<file path="config.mk">
export PLATFORM = sky130hd
export DESIGN_NAME = serializer
export DESIGN_NICKNAME = d
export VERILOG_FILES = /design/src/rtl/uart_pkg.sv /design/src/rtl/ser_bit_counter.sv /design/src/rtl/serializer.sv
export SDC_FILE = /design/constraint.sdc
export NUM_CORES = 1
export LEC_CHECK = 0
export CAP_MARGIN = 20
export CORE_MARGIN = 1.5
export CORE_UTILIZATION = 51
export CTS_CLUSTER_SIZE = 40
export DETAILED_ROUTE_END_ITERATION = 10
export PLACE_DENSITY = 0.79
export REMOVE_ABC_BUFFERS = 1
export SYNTH_ARGS = -nofsm -noshare
export SYNTH_HDL_FRONTEND = slang
export SYNTH_SLANG_ARGS = --single-unit
</file>
<file path="constraint.sdc">
create_clock -name clk -period 2.2 [get_ports clk]
set_clock_uncertainty 0.15 [all_clocks]
set_input_delay 0.44 -clock clk [delete_from_list [all_inputs] [get_ports clk]]
set_output_delay 0.44 -clock clk [all_outputs]
set_load 0.005 [all_outputs]
</file>
<file path="src/rtl/uart_pkg.sv">
// Shared UART TX/RX definitions: default frame width, serializer state type and
// bit-counter width helper.
package uart_pkg;

  localparam int DATA_WIDTH_DEF = 8;

  typedef enum logic [1:0] {
    IDLE   = 2'd0,
    LOADED = 2'd1,
    SHIFT  = 2'd2
  } ser_state_t;

  // One extra bit so the counter can hold DATA_WIDTH itself as its terminal value.
  function automatic int cnt_width(input int w);
    return $clog2(w) + 1;
  endfunction

  localparam int CNT_W_DEF = cnt_width(DATA_WIDTH_DEF);

endpackage

</file>
<file path="src/rtl/ser_bit_counter.sv">
// Saturating frame bit counter with synchronous clear; term flags count == TERMINAL.
// Shared by the TX serializer and the RX deserializer.
module ser_bit_counter #(
  parameter int TERMINAL = 8,
  parameter int CNT_W    = $clog2(TERMINAL) + 1
) (
  input  logic             clk,
  input  logic             rst,
  input  logic             clr,
  input  logic             inc,
  output logic [CNT_W-1:0] count,
  output logic             term
);

  assign term = (count == CNT_W'(TERMINAL));

  always_ff @(posedge clk or posedge rst) begin
    if (rst) begin
      count <= '0;
    end else if (clr) begin
      count <= '0;
    end else if (inc && !term) begin
      count <= count + 1'b1;
    end
  end

endmodule

</file>
<file path="src/rtl/serializer.sv">
// UART TX data serializer: loads a byte when idle, shifts it out one bit per enabled
// clock and pulses done with the last bit. Define SERIALIZER_MSB_FIRST_EN for MSB-first.
module serializer
  import uart_pkg::*;
#(
  parameter int DATA_WIDTH = DATA_WIDTH_DEF
) (
  input  logic                  clk,
  input  logic                  rst,
  input  logic [DATA_WIDTH-1:0] data_in,
  input  logic                  valid,
  input  logic                  busy,
  input  logic                  enable,
  output logic                  data_out,
  output logic                  done
);

  localparam int CNT_W = cnt_width(DATA_WIDTH);

  ser_state_t            state;
  logic [DATA_WIDTH-1:0] shift_reg;
  logic [DATA_WIDTH-1:0] shift_nxt;
  logic                  out_bit;
  logic [CNT_W-1:0]      bit_cnt;
  logic                  cnt_term;
  logic                  cnt_inc;
  logic                  cnt_clr;
  logic                  load_ok;
  logic                  last_bit;

`ifdef SERIALIZER_MSB_FIRST_EN
  assign out_bit   = shift_reg[DATA_WIDTH-1];
  assign shift_nxt = {shift_reg[DATA_WIDTH-2:0], 1'b0};
`else
  assign out_bit   = shift_reg[0];
  assign shift_nxt = {1'b0, shift_reg[DATA_WIDTH-1:1]};
`endif

  assign load_ok  = valid && !busy;
  assign last_bit = (bit_cnt == CNT_W'(DATA_WIDTH - 1));
  assign cnt_inc  = enable && ((state == LOADED) || ((state == SHIFT) && !cnt_term));
  assign cnt_clr  = (state == SHIFT) && cnt_term;

  ser_bit_counter #(
    .TERMINAL (DATA_WIDTH),
    .CNT_W    (CNT_W)
  ) u_bit_counter (
    .clk   (clk),
    .rst   (rst),
    .clr   (cnt_clr),
    .inc   (cnt_inc),
    .count (bit_cnt),
    .term  (cnt_term)
  );

  always_ff @(posedge clk or posedge rst) begin
    if (rst) begin
      state     <= IDLE;
      shift_reg <= '0;
      data_out  <= 1'b0;
      done      <= 1'b0;
    end else begin
      done <= 1'b0;
      case (state)
        IDLE: begin
          data_out <= 1'b0;
          if (load_ok) begin
            shift_reg <= data_in;
            state     <= LOADED;
          end
        end
        LOADED: begin
          if (enable) begin
            data_out  <= out_bit;
            shift_reg <= shift_nxt;
            state     <= SHIFT;
          end
        end
        SHIFT: begin
          // Counter at terminal means done is high now: return to idle, allowing a
          // back-to-back load on this same edge.
          if (cnt_term) begin
            data_out <= 1'b0;
            state    <= IDLE;
            if (load_ok) begin
              shift_reg <= data_in;
              state     <= LOADED;
            end
          end else if (enable) begin
            data_out  <= out_bit;
            shift_reg <= shift_nxt;
            done      <= last_bit;
          end
        end
        default: begin
          data_out <= 1'b0;
          state    <= IDLE;
        end
      endcase
    end
  end

endmodule

</file>
* Word level (Yosys, flattened, before mapping)
Cells that the tools add are included.
** Storage, ports and cells
- Register bits :: 16
- Memories :: 0
- Input bits :: 13
- Output and inout port bits :: 2
- RAM bits :: 0
- Memory bits (read-only) :: 0
- Latch bits :: 0
** Operators by class
- Reductions and logical operators :: 12
- Divide/modulo/power cells :: 0
- Add/subtract/negate cells :: 1
- Shifts and indexed selects :: 0
- Bitwise operators :: 0
- Muxes and demuxes :: 17
- Equal/unequal tests :: 7
- Order comparisons :: 0
- $mul :: 0
** Operator list (count)
- 2-to-1 mux 8 bit :: 3
- one-hot mux 8 bit (3 select lines) :: 1
- 2-to-1 mux 4 bit :: 2
- 2-to-1 mux 1 bit :: 6
- 2-to-1 mux 2 bit :: 3
- != test 2 bit (second input constant) :: 3
- one-hot mux 2 bit (3 select lines) :: 1
- logical AND 1 bit :: 5
- adder 4 x 1 -> 4 bit (second input constant) :: 1
- equality test 4 x 3 -> 1 bit (second input constant) :: 1
- equality test 4 bit (second input constant) :: 1
- AND reduction 3 bit :: 1
- nonzero test 3 bit :: 1
- equality test 2 x 1 -> 1 bit (second input constant) :: 1
- equality test 2 bit (second input constant) :: 1
- zero test 1 bit :: 2
- zero test 2 bit :: 1
- one-hot mux 1 bit (2 select lines) :: 1
- nonzero test 2 bit :: 1
- logical OR 1 bit :: 1

* Depth between registers and ports, before layout
- Depth in word-level cells :: 8
- Depth in mapped cells :: 6
- Gate-level depth less buffers :: 6

* By module
Synthesis repeated with hierarchy kept, for this count alone.
** Unflattened totals
- Cell total of the unflattened synthesis :: 87
- Area, all modules :: 942.2 um2
** Modules (own cells, without submodules)
- serializer :: cells each 62, sequential area each 300.3 um2, times used 1, area an instance 705.7 um2
- ser_bit_counter :: cells each 25, sequential area each 100.1 um2, times used 1, area an instance 236.5 um2

* Worst setup path after synthesis
No wires, ideal clock.
- Path type :: register -> register
- Start point :: register u_bit_counter.count[0]
- End point :: register shift_reg[0]
- Stages on the path, launching flop included :: 7
- Arrival time :: 1.600 ns
- Setup time :: 0.126 ns
- Slack :: 0.324 ns
- Period minus slack after synthesis :: 1.876 ns
- Cell sequence :: dfrtp_1 > inv_1 > ha_1 > nor4bb_1 > or3_4 > o221ai_4 > a221o_1
** Between the ends
- Longest elaborated chain between the ends :: 3
** Ends and longest elaborated chain
- start: declaration :: RTL line ser_bit_counter.sv:11 : output logic [CNT_W-1:0] count,
- start signal: assignment :: RTL line ser_bit_counter.sv:23 : count <= count + 1'b1;
- equality test 4 bit :: RTL line ser_bit_counter.sv:15 : assign term = (count == CNT_W'(TERMINAL));
- 2-to-1 mux 8 bit :: RTL line serializer.sv:82 : if (cnt_term) begin
- one-hot mux 8 bit (3 select lines) :: RTL line serializer.sv:64 : case (state)
- end signal: assignment :: RTL line serializer.sv:68 : shift_reg <= data_in;
- end signal: assignment :: RTL line serializer.sv:86 : shift_reg <= data_in;
- end signal: assignment :: RTL line serializer.sv:91 : shift_reg <= shift_nxt;
- end: declaration :: RTL line serializer.sv:21 : logic [DATA_WIDTH-1:0] shift_reg;
No other way between the ends.
A chain may end at the register's enable or synchronous reset.

* Worst setup path in the final report
- Start point :: register state[0]
- End point :: register shift_reg[0]
** Between the ends
- Longest elaborated chain between the ends :: 2
** Ends and longest elaborated chain
- start: declaration :: RTL line serializer.sv:20 : ser_state_t state;
- start signal: assignment :: RTL line serializer.sv:58 : state <= IDLE;
- start signal: assignment :: RTL line serializer.sv:69 : state <= LOADED;
- start signal: assignment :: RTL line serializer.sv:76 : state <= SHIFT;
- equality test 2 bit, or another cell as far along :: RTL line serializer.sv:64
- one-hot mux 8 bit (3 select lines) or nonzero test 3 bit (tied branches)
- end signal: assignment :: RTL line serializer.sv:68
- end signal: assignment :: RTL line serializer.sv:75 : shift_reg <= shift_nxt;
- end signal: assignment :: RTL line serializer.sv:86
Parallel ways exist; a longest one is shown, timed or not.

==> flow_summary.ini <==
[outcome]
status = finished, final reports clean

[timing]
tns_ns = 0
setup_viol_count_final = 0
finalMaxSlewViolations = 0
hold_violations = 0
rsz0062_at_grt = false
max_slew_margin_pct = 59.2
min_period_over_period_pct = 93.4
clock.fmax_ghz = 0.487
final.min_clock_period_ns = 2.05
worst_pin_slew_ns = 0.611
hold_slack_ns = 0.351

[die]
die_w_um = 45.8
core_sq_um = 1730
start_util_pct = 54.1
num_rows = 15
die_h_um = 45.8
die-area_sq_um = 2100
num_io_pins = 15

[yosys]
yosysTopAreaCell = dfrtp_1
yosys_warnings = 0
synth_edf_count = 0
synth-main-ff-cell = dfrtp_1
async_flop_share_pct = 100
syn_avg_cell_area_sq_um = 10.7
ys_types = 30
syn_area_sq_um = 935
synth_area_leaders = dfrtp_1, ha_1, a221o_1
syn_inst = 87
synth.top_cell.area_share_pct = 42.8
yosys_register_bits = 16
seq_area_frac_synth_pct = 42.8

[critical_path]
critPathCaptureType = register
critical_path_class = register to register
cp.required_ns = 2.29
cp-start-kind = register
path_max_fanout = 7
cp.arrival_ns = 2.14

[clock_tree]
htree_levels = 1
ctsResizeCount = 0
clock_latency_ns = 0.29
cts_buffers = 3
cts-root-buf = clkbuf_4
clock-sinks = 16
cts_setup_buffers = 0
path_clk_slew_ns = 0.10
cts_tree = built
cts.hold.buffers_added = 0
cts_buffer_depth = 2

[finish]
ff_latch_area_sq_um = 400
final_cell_mix = dfrtp_1, clkdlybuf4s50_1, inv_1, ha_1
fillers = 149
finalInstanceArea_sq_um = 1160
area_growth_pct = 24.0
drive_gt1_share_pct = 14.0
largest_reg_flops = 8
nets = 128
final_common_cell = dfrtp_1
multi_input_area_sq_um = 494
antenna_cells = 0

[drt]
ant_nets = 0
num_vias = 716
drt_iter0_markers = 14
wire_per_inst_um = 13.1
routed_via_density = 5.42
post-route-drc-count = 0
drtPass1Iterations = 6
routed_wl_mm = 1.73

[job]
drv_cap = 0

[global_route]
antenna_found_initial = 0
grt_pass1_wl_mm = 3.00
grtUsageTotal_pct = 20.2
overflow = 0
grt_start_max_net_pins = 17
grt_pass1_vias = 695

[place]
gp_congestion = 0.817
hpwl_mm = 1.29
io_buffers = 14
placed_cell_area_sq_um = 1120

[pwr]
power_per_cell_area_nw_per_um2 = 1170
peakVddDrop_mv = 0.646
p_leak_nw = 0.510

[worst_hold_path]
hold_class = register to register
## layer usage
| layer | vias up | wire, um | global-route usage, % |
|---|---|---|---|
| li1 | 360 | - | - |
| met1 | 335 | 855 | 27.7 |
| met2 | 15 | 821 | 31.3 |
| met3 | 6 | 38 | 3.57 |
| met4 | 0 | 16 | 8.57 |
| met5 | - | 0 | 0 |
## area by class of cell
| class | count | share of cell area [%] |
|---|---|---|
| clock buffers | 4 | 3.13 |
| repair buffers | 18 | 14.7 |
| inverters | 7 | 2.27 |
| flip-flops and latches | 16 | 34.6 |
| well taps | 25 | 2.70 |
| multi-input cells | 62 | 42.7 |
## synth_stat cells, drive strengths merged (2+ instances only)
library cell  count
mux2              2
a22o              2
nor3              3
or3               3
a21oi             6
and2              6
dfrtp            16
ha                7
buf               2
o21ai             5
a221o             6
nand2             6
nor2              4
inv               7
## logic make-up after synthesis
family / Yosys count / share of synthesized area, %
mux: 3 / 3.48
flops: 16 / 42.8
compound gates: 24 / 21.6
fa+ha+maj: 7 / 9.37
buf+inv: 9 / 4.55
simple gates: 28 / 18.2
## per-stage QoR
step	util, %	power, mW	setup WS [ns]	std cells
after floorplan	-	0.982	0.324	85
after global placement	64.9	1.12	0.104	128
after detailed placement	64.9	1.15	0.0678	128
after CTS	67.0	1.35	0.0914	132
after global routing	67.1	1.48	0.00248	132
final	67.1	1.35	0.145	132
## where the power goes
part | total, mW | leakage, nW | switching, mW | internal [mW]
logic | 0.669 | 0.283 | 0.346 | 0.323
registers | 0.484 | 0.206 | 0.0906 | 0.393
clock network | 0.199 | 0.0210 | 0.0982 | 0.101
## path summary, 6_finish.rpt
| kind | startpoint | to | slack, ns | depth (start not counted) |
|---|---|---|---|---|
| setup / recovery | state[0]$_DFFE_PP0P_ | shift_reg[0]$_DFFE_PP0P_ | 0.15 | 6 |
| hold / removal | shift_reg[3]$_DFFE_PP0P_ | shift_reg[3]$_DFFE_PP0P_ | 0.35 | 1 |
| setup reg to reg | state[0]$_DFFE_PP0P_ | shift_reg[0]$_DFFE_PP0P_ | 0.15 | 6 |
| hold reg to reg | shift_reg[3]$_DFFE_PP0P_ | shift_reg[3]$_DFFE_PP0P_ | 0.35 | 1 |
| max in group asynchronous | rst | u_bit_counter.count[0]$_DFFE_PP0P_ | 1.15 | 2 |
| min in group asynchronous | rst | shift_reg[4]$_DFFE_PP0P_ | 0.36 | 2 |
## critical path, stage by stage (launching register included)
cell      delay, ns
dfrtp_1        0.44
inv_1          0.10
ha_1           0.28
nand4b_1       0.25
a211oi_2       0.47
and2_1         0.20
a221o_1        0.10
Power figures use the tool's default switching activity.
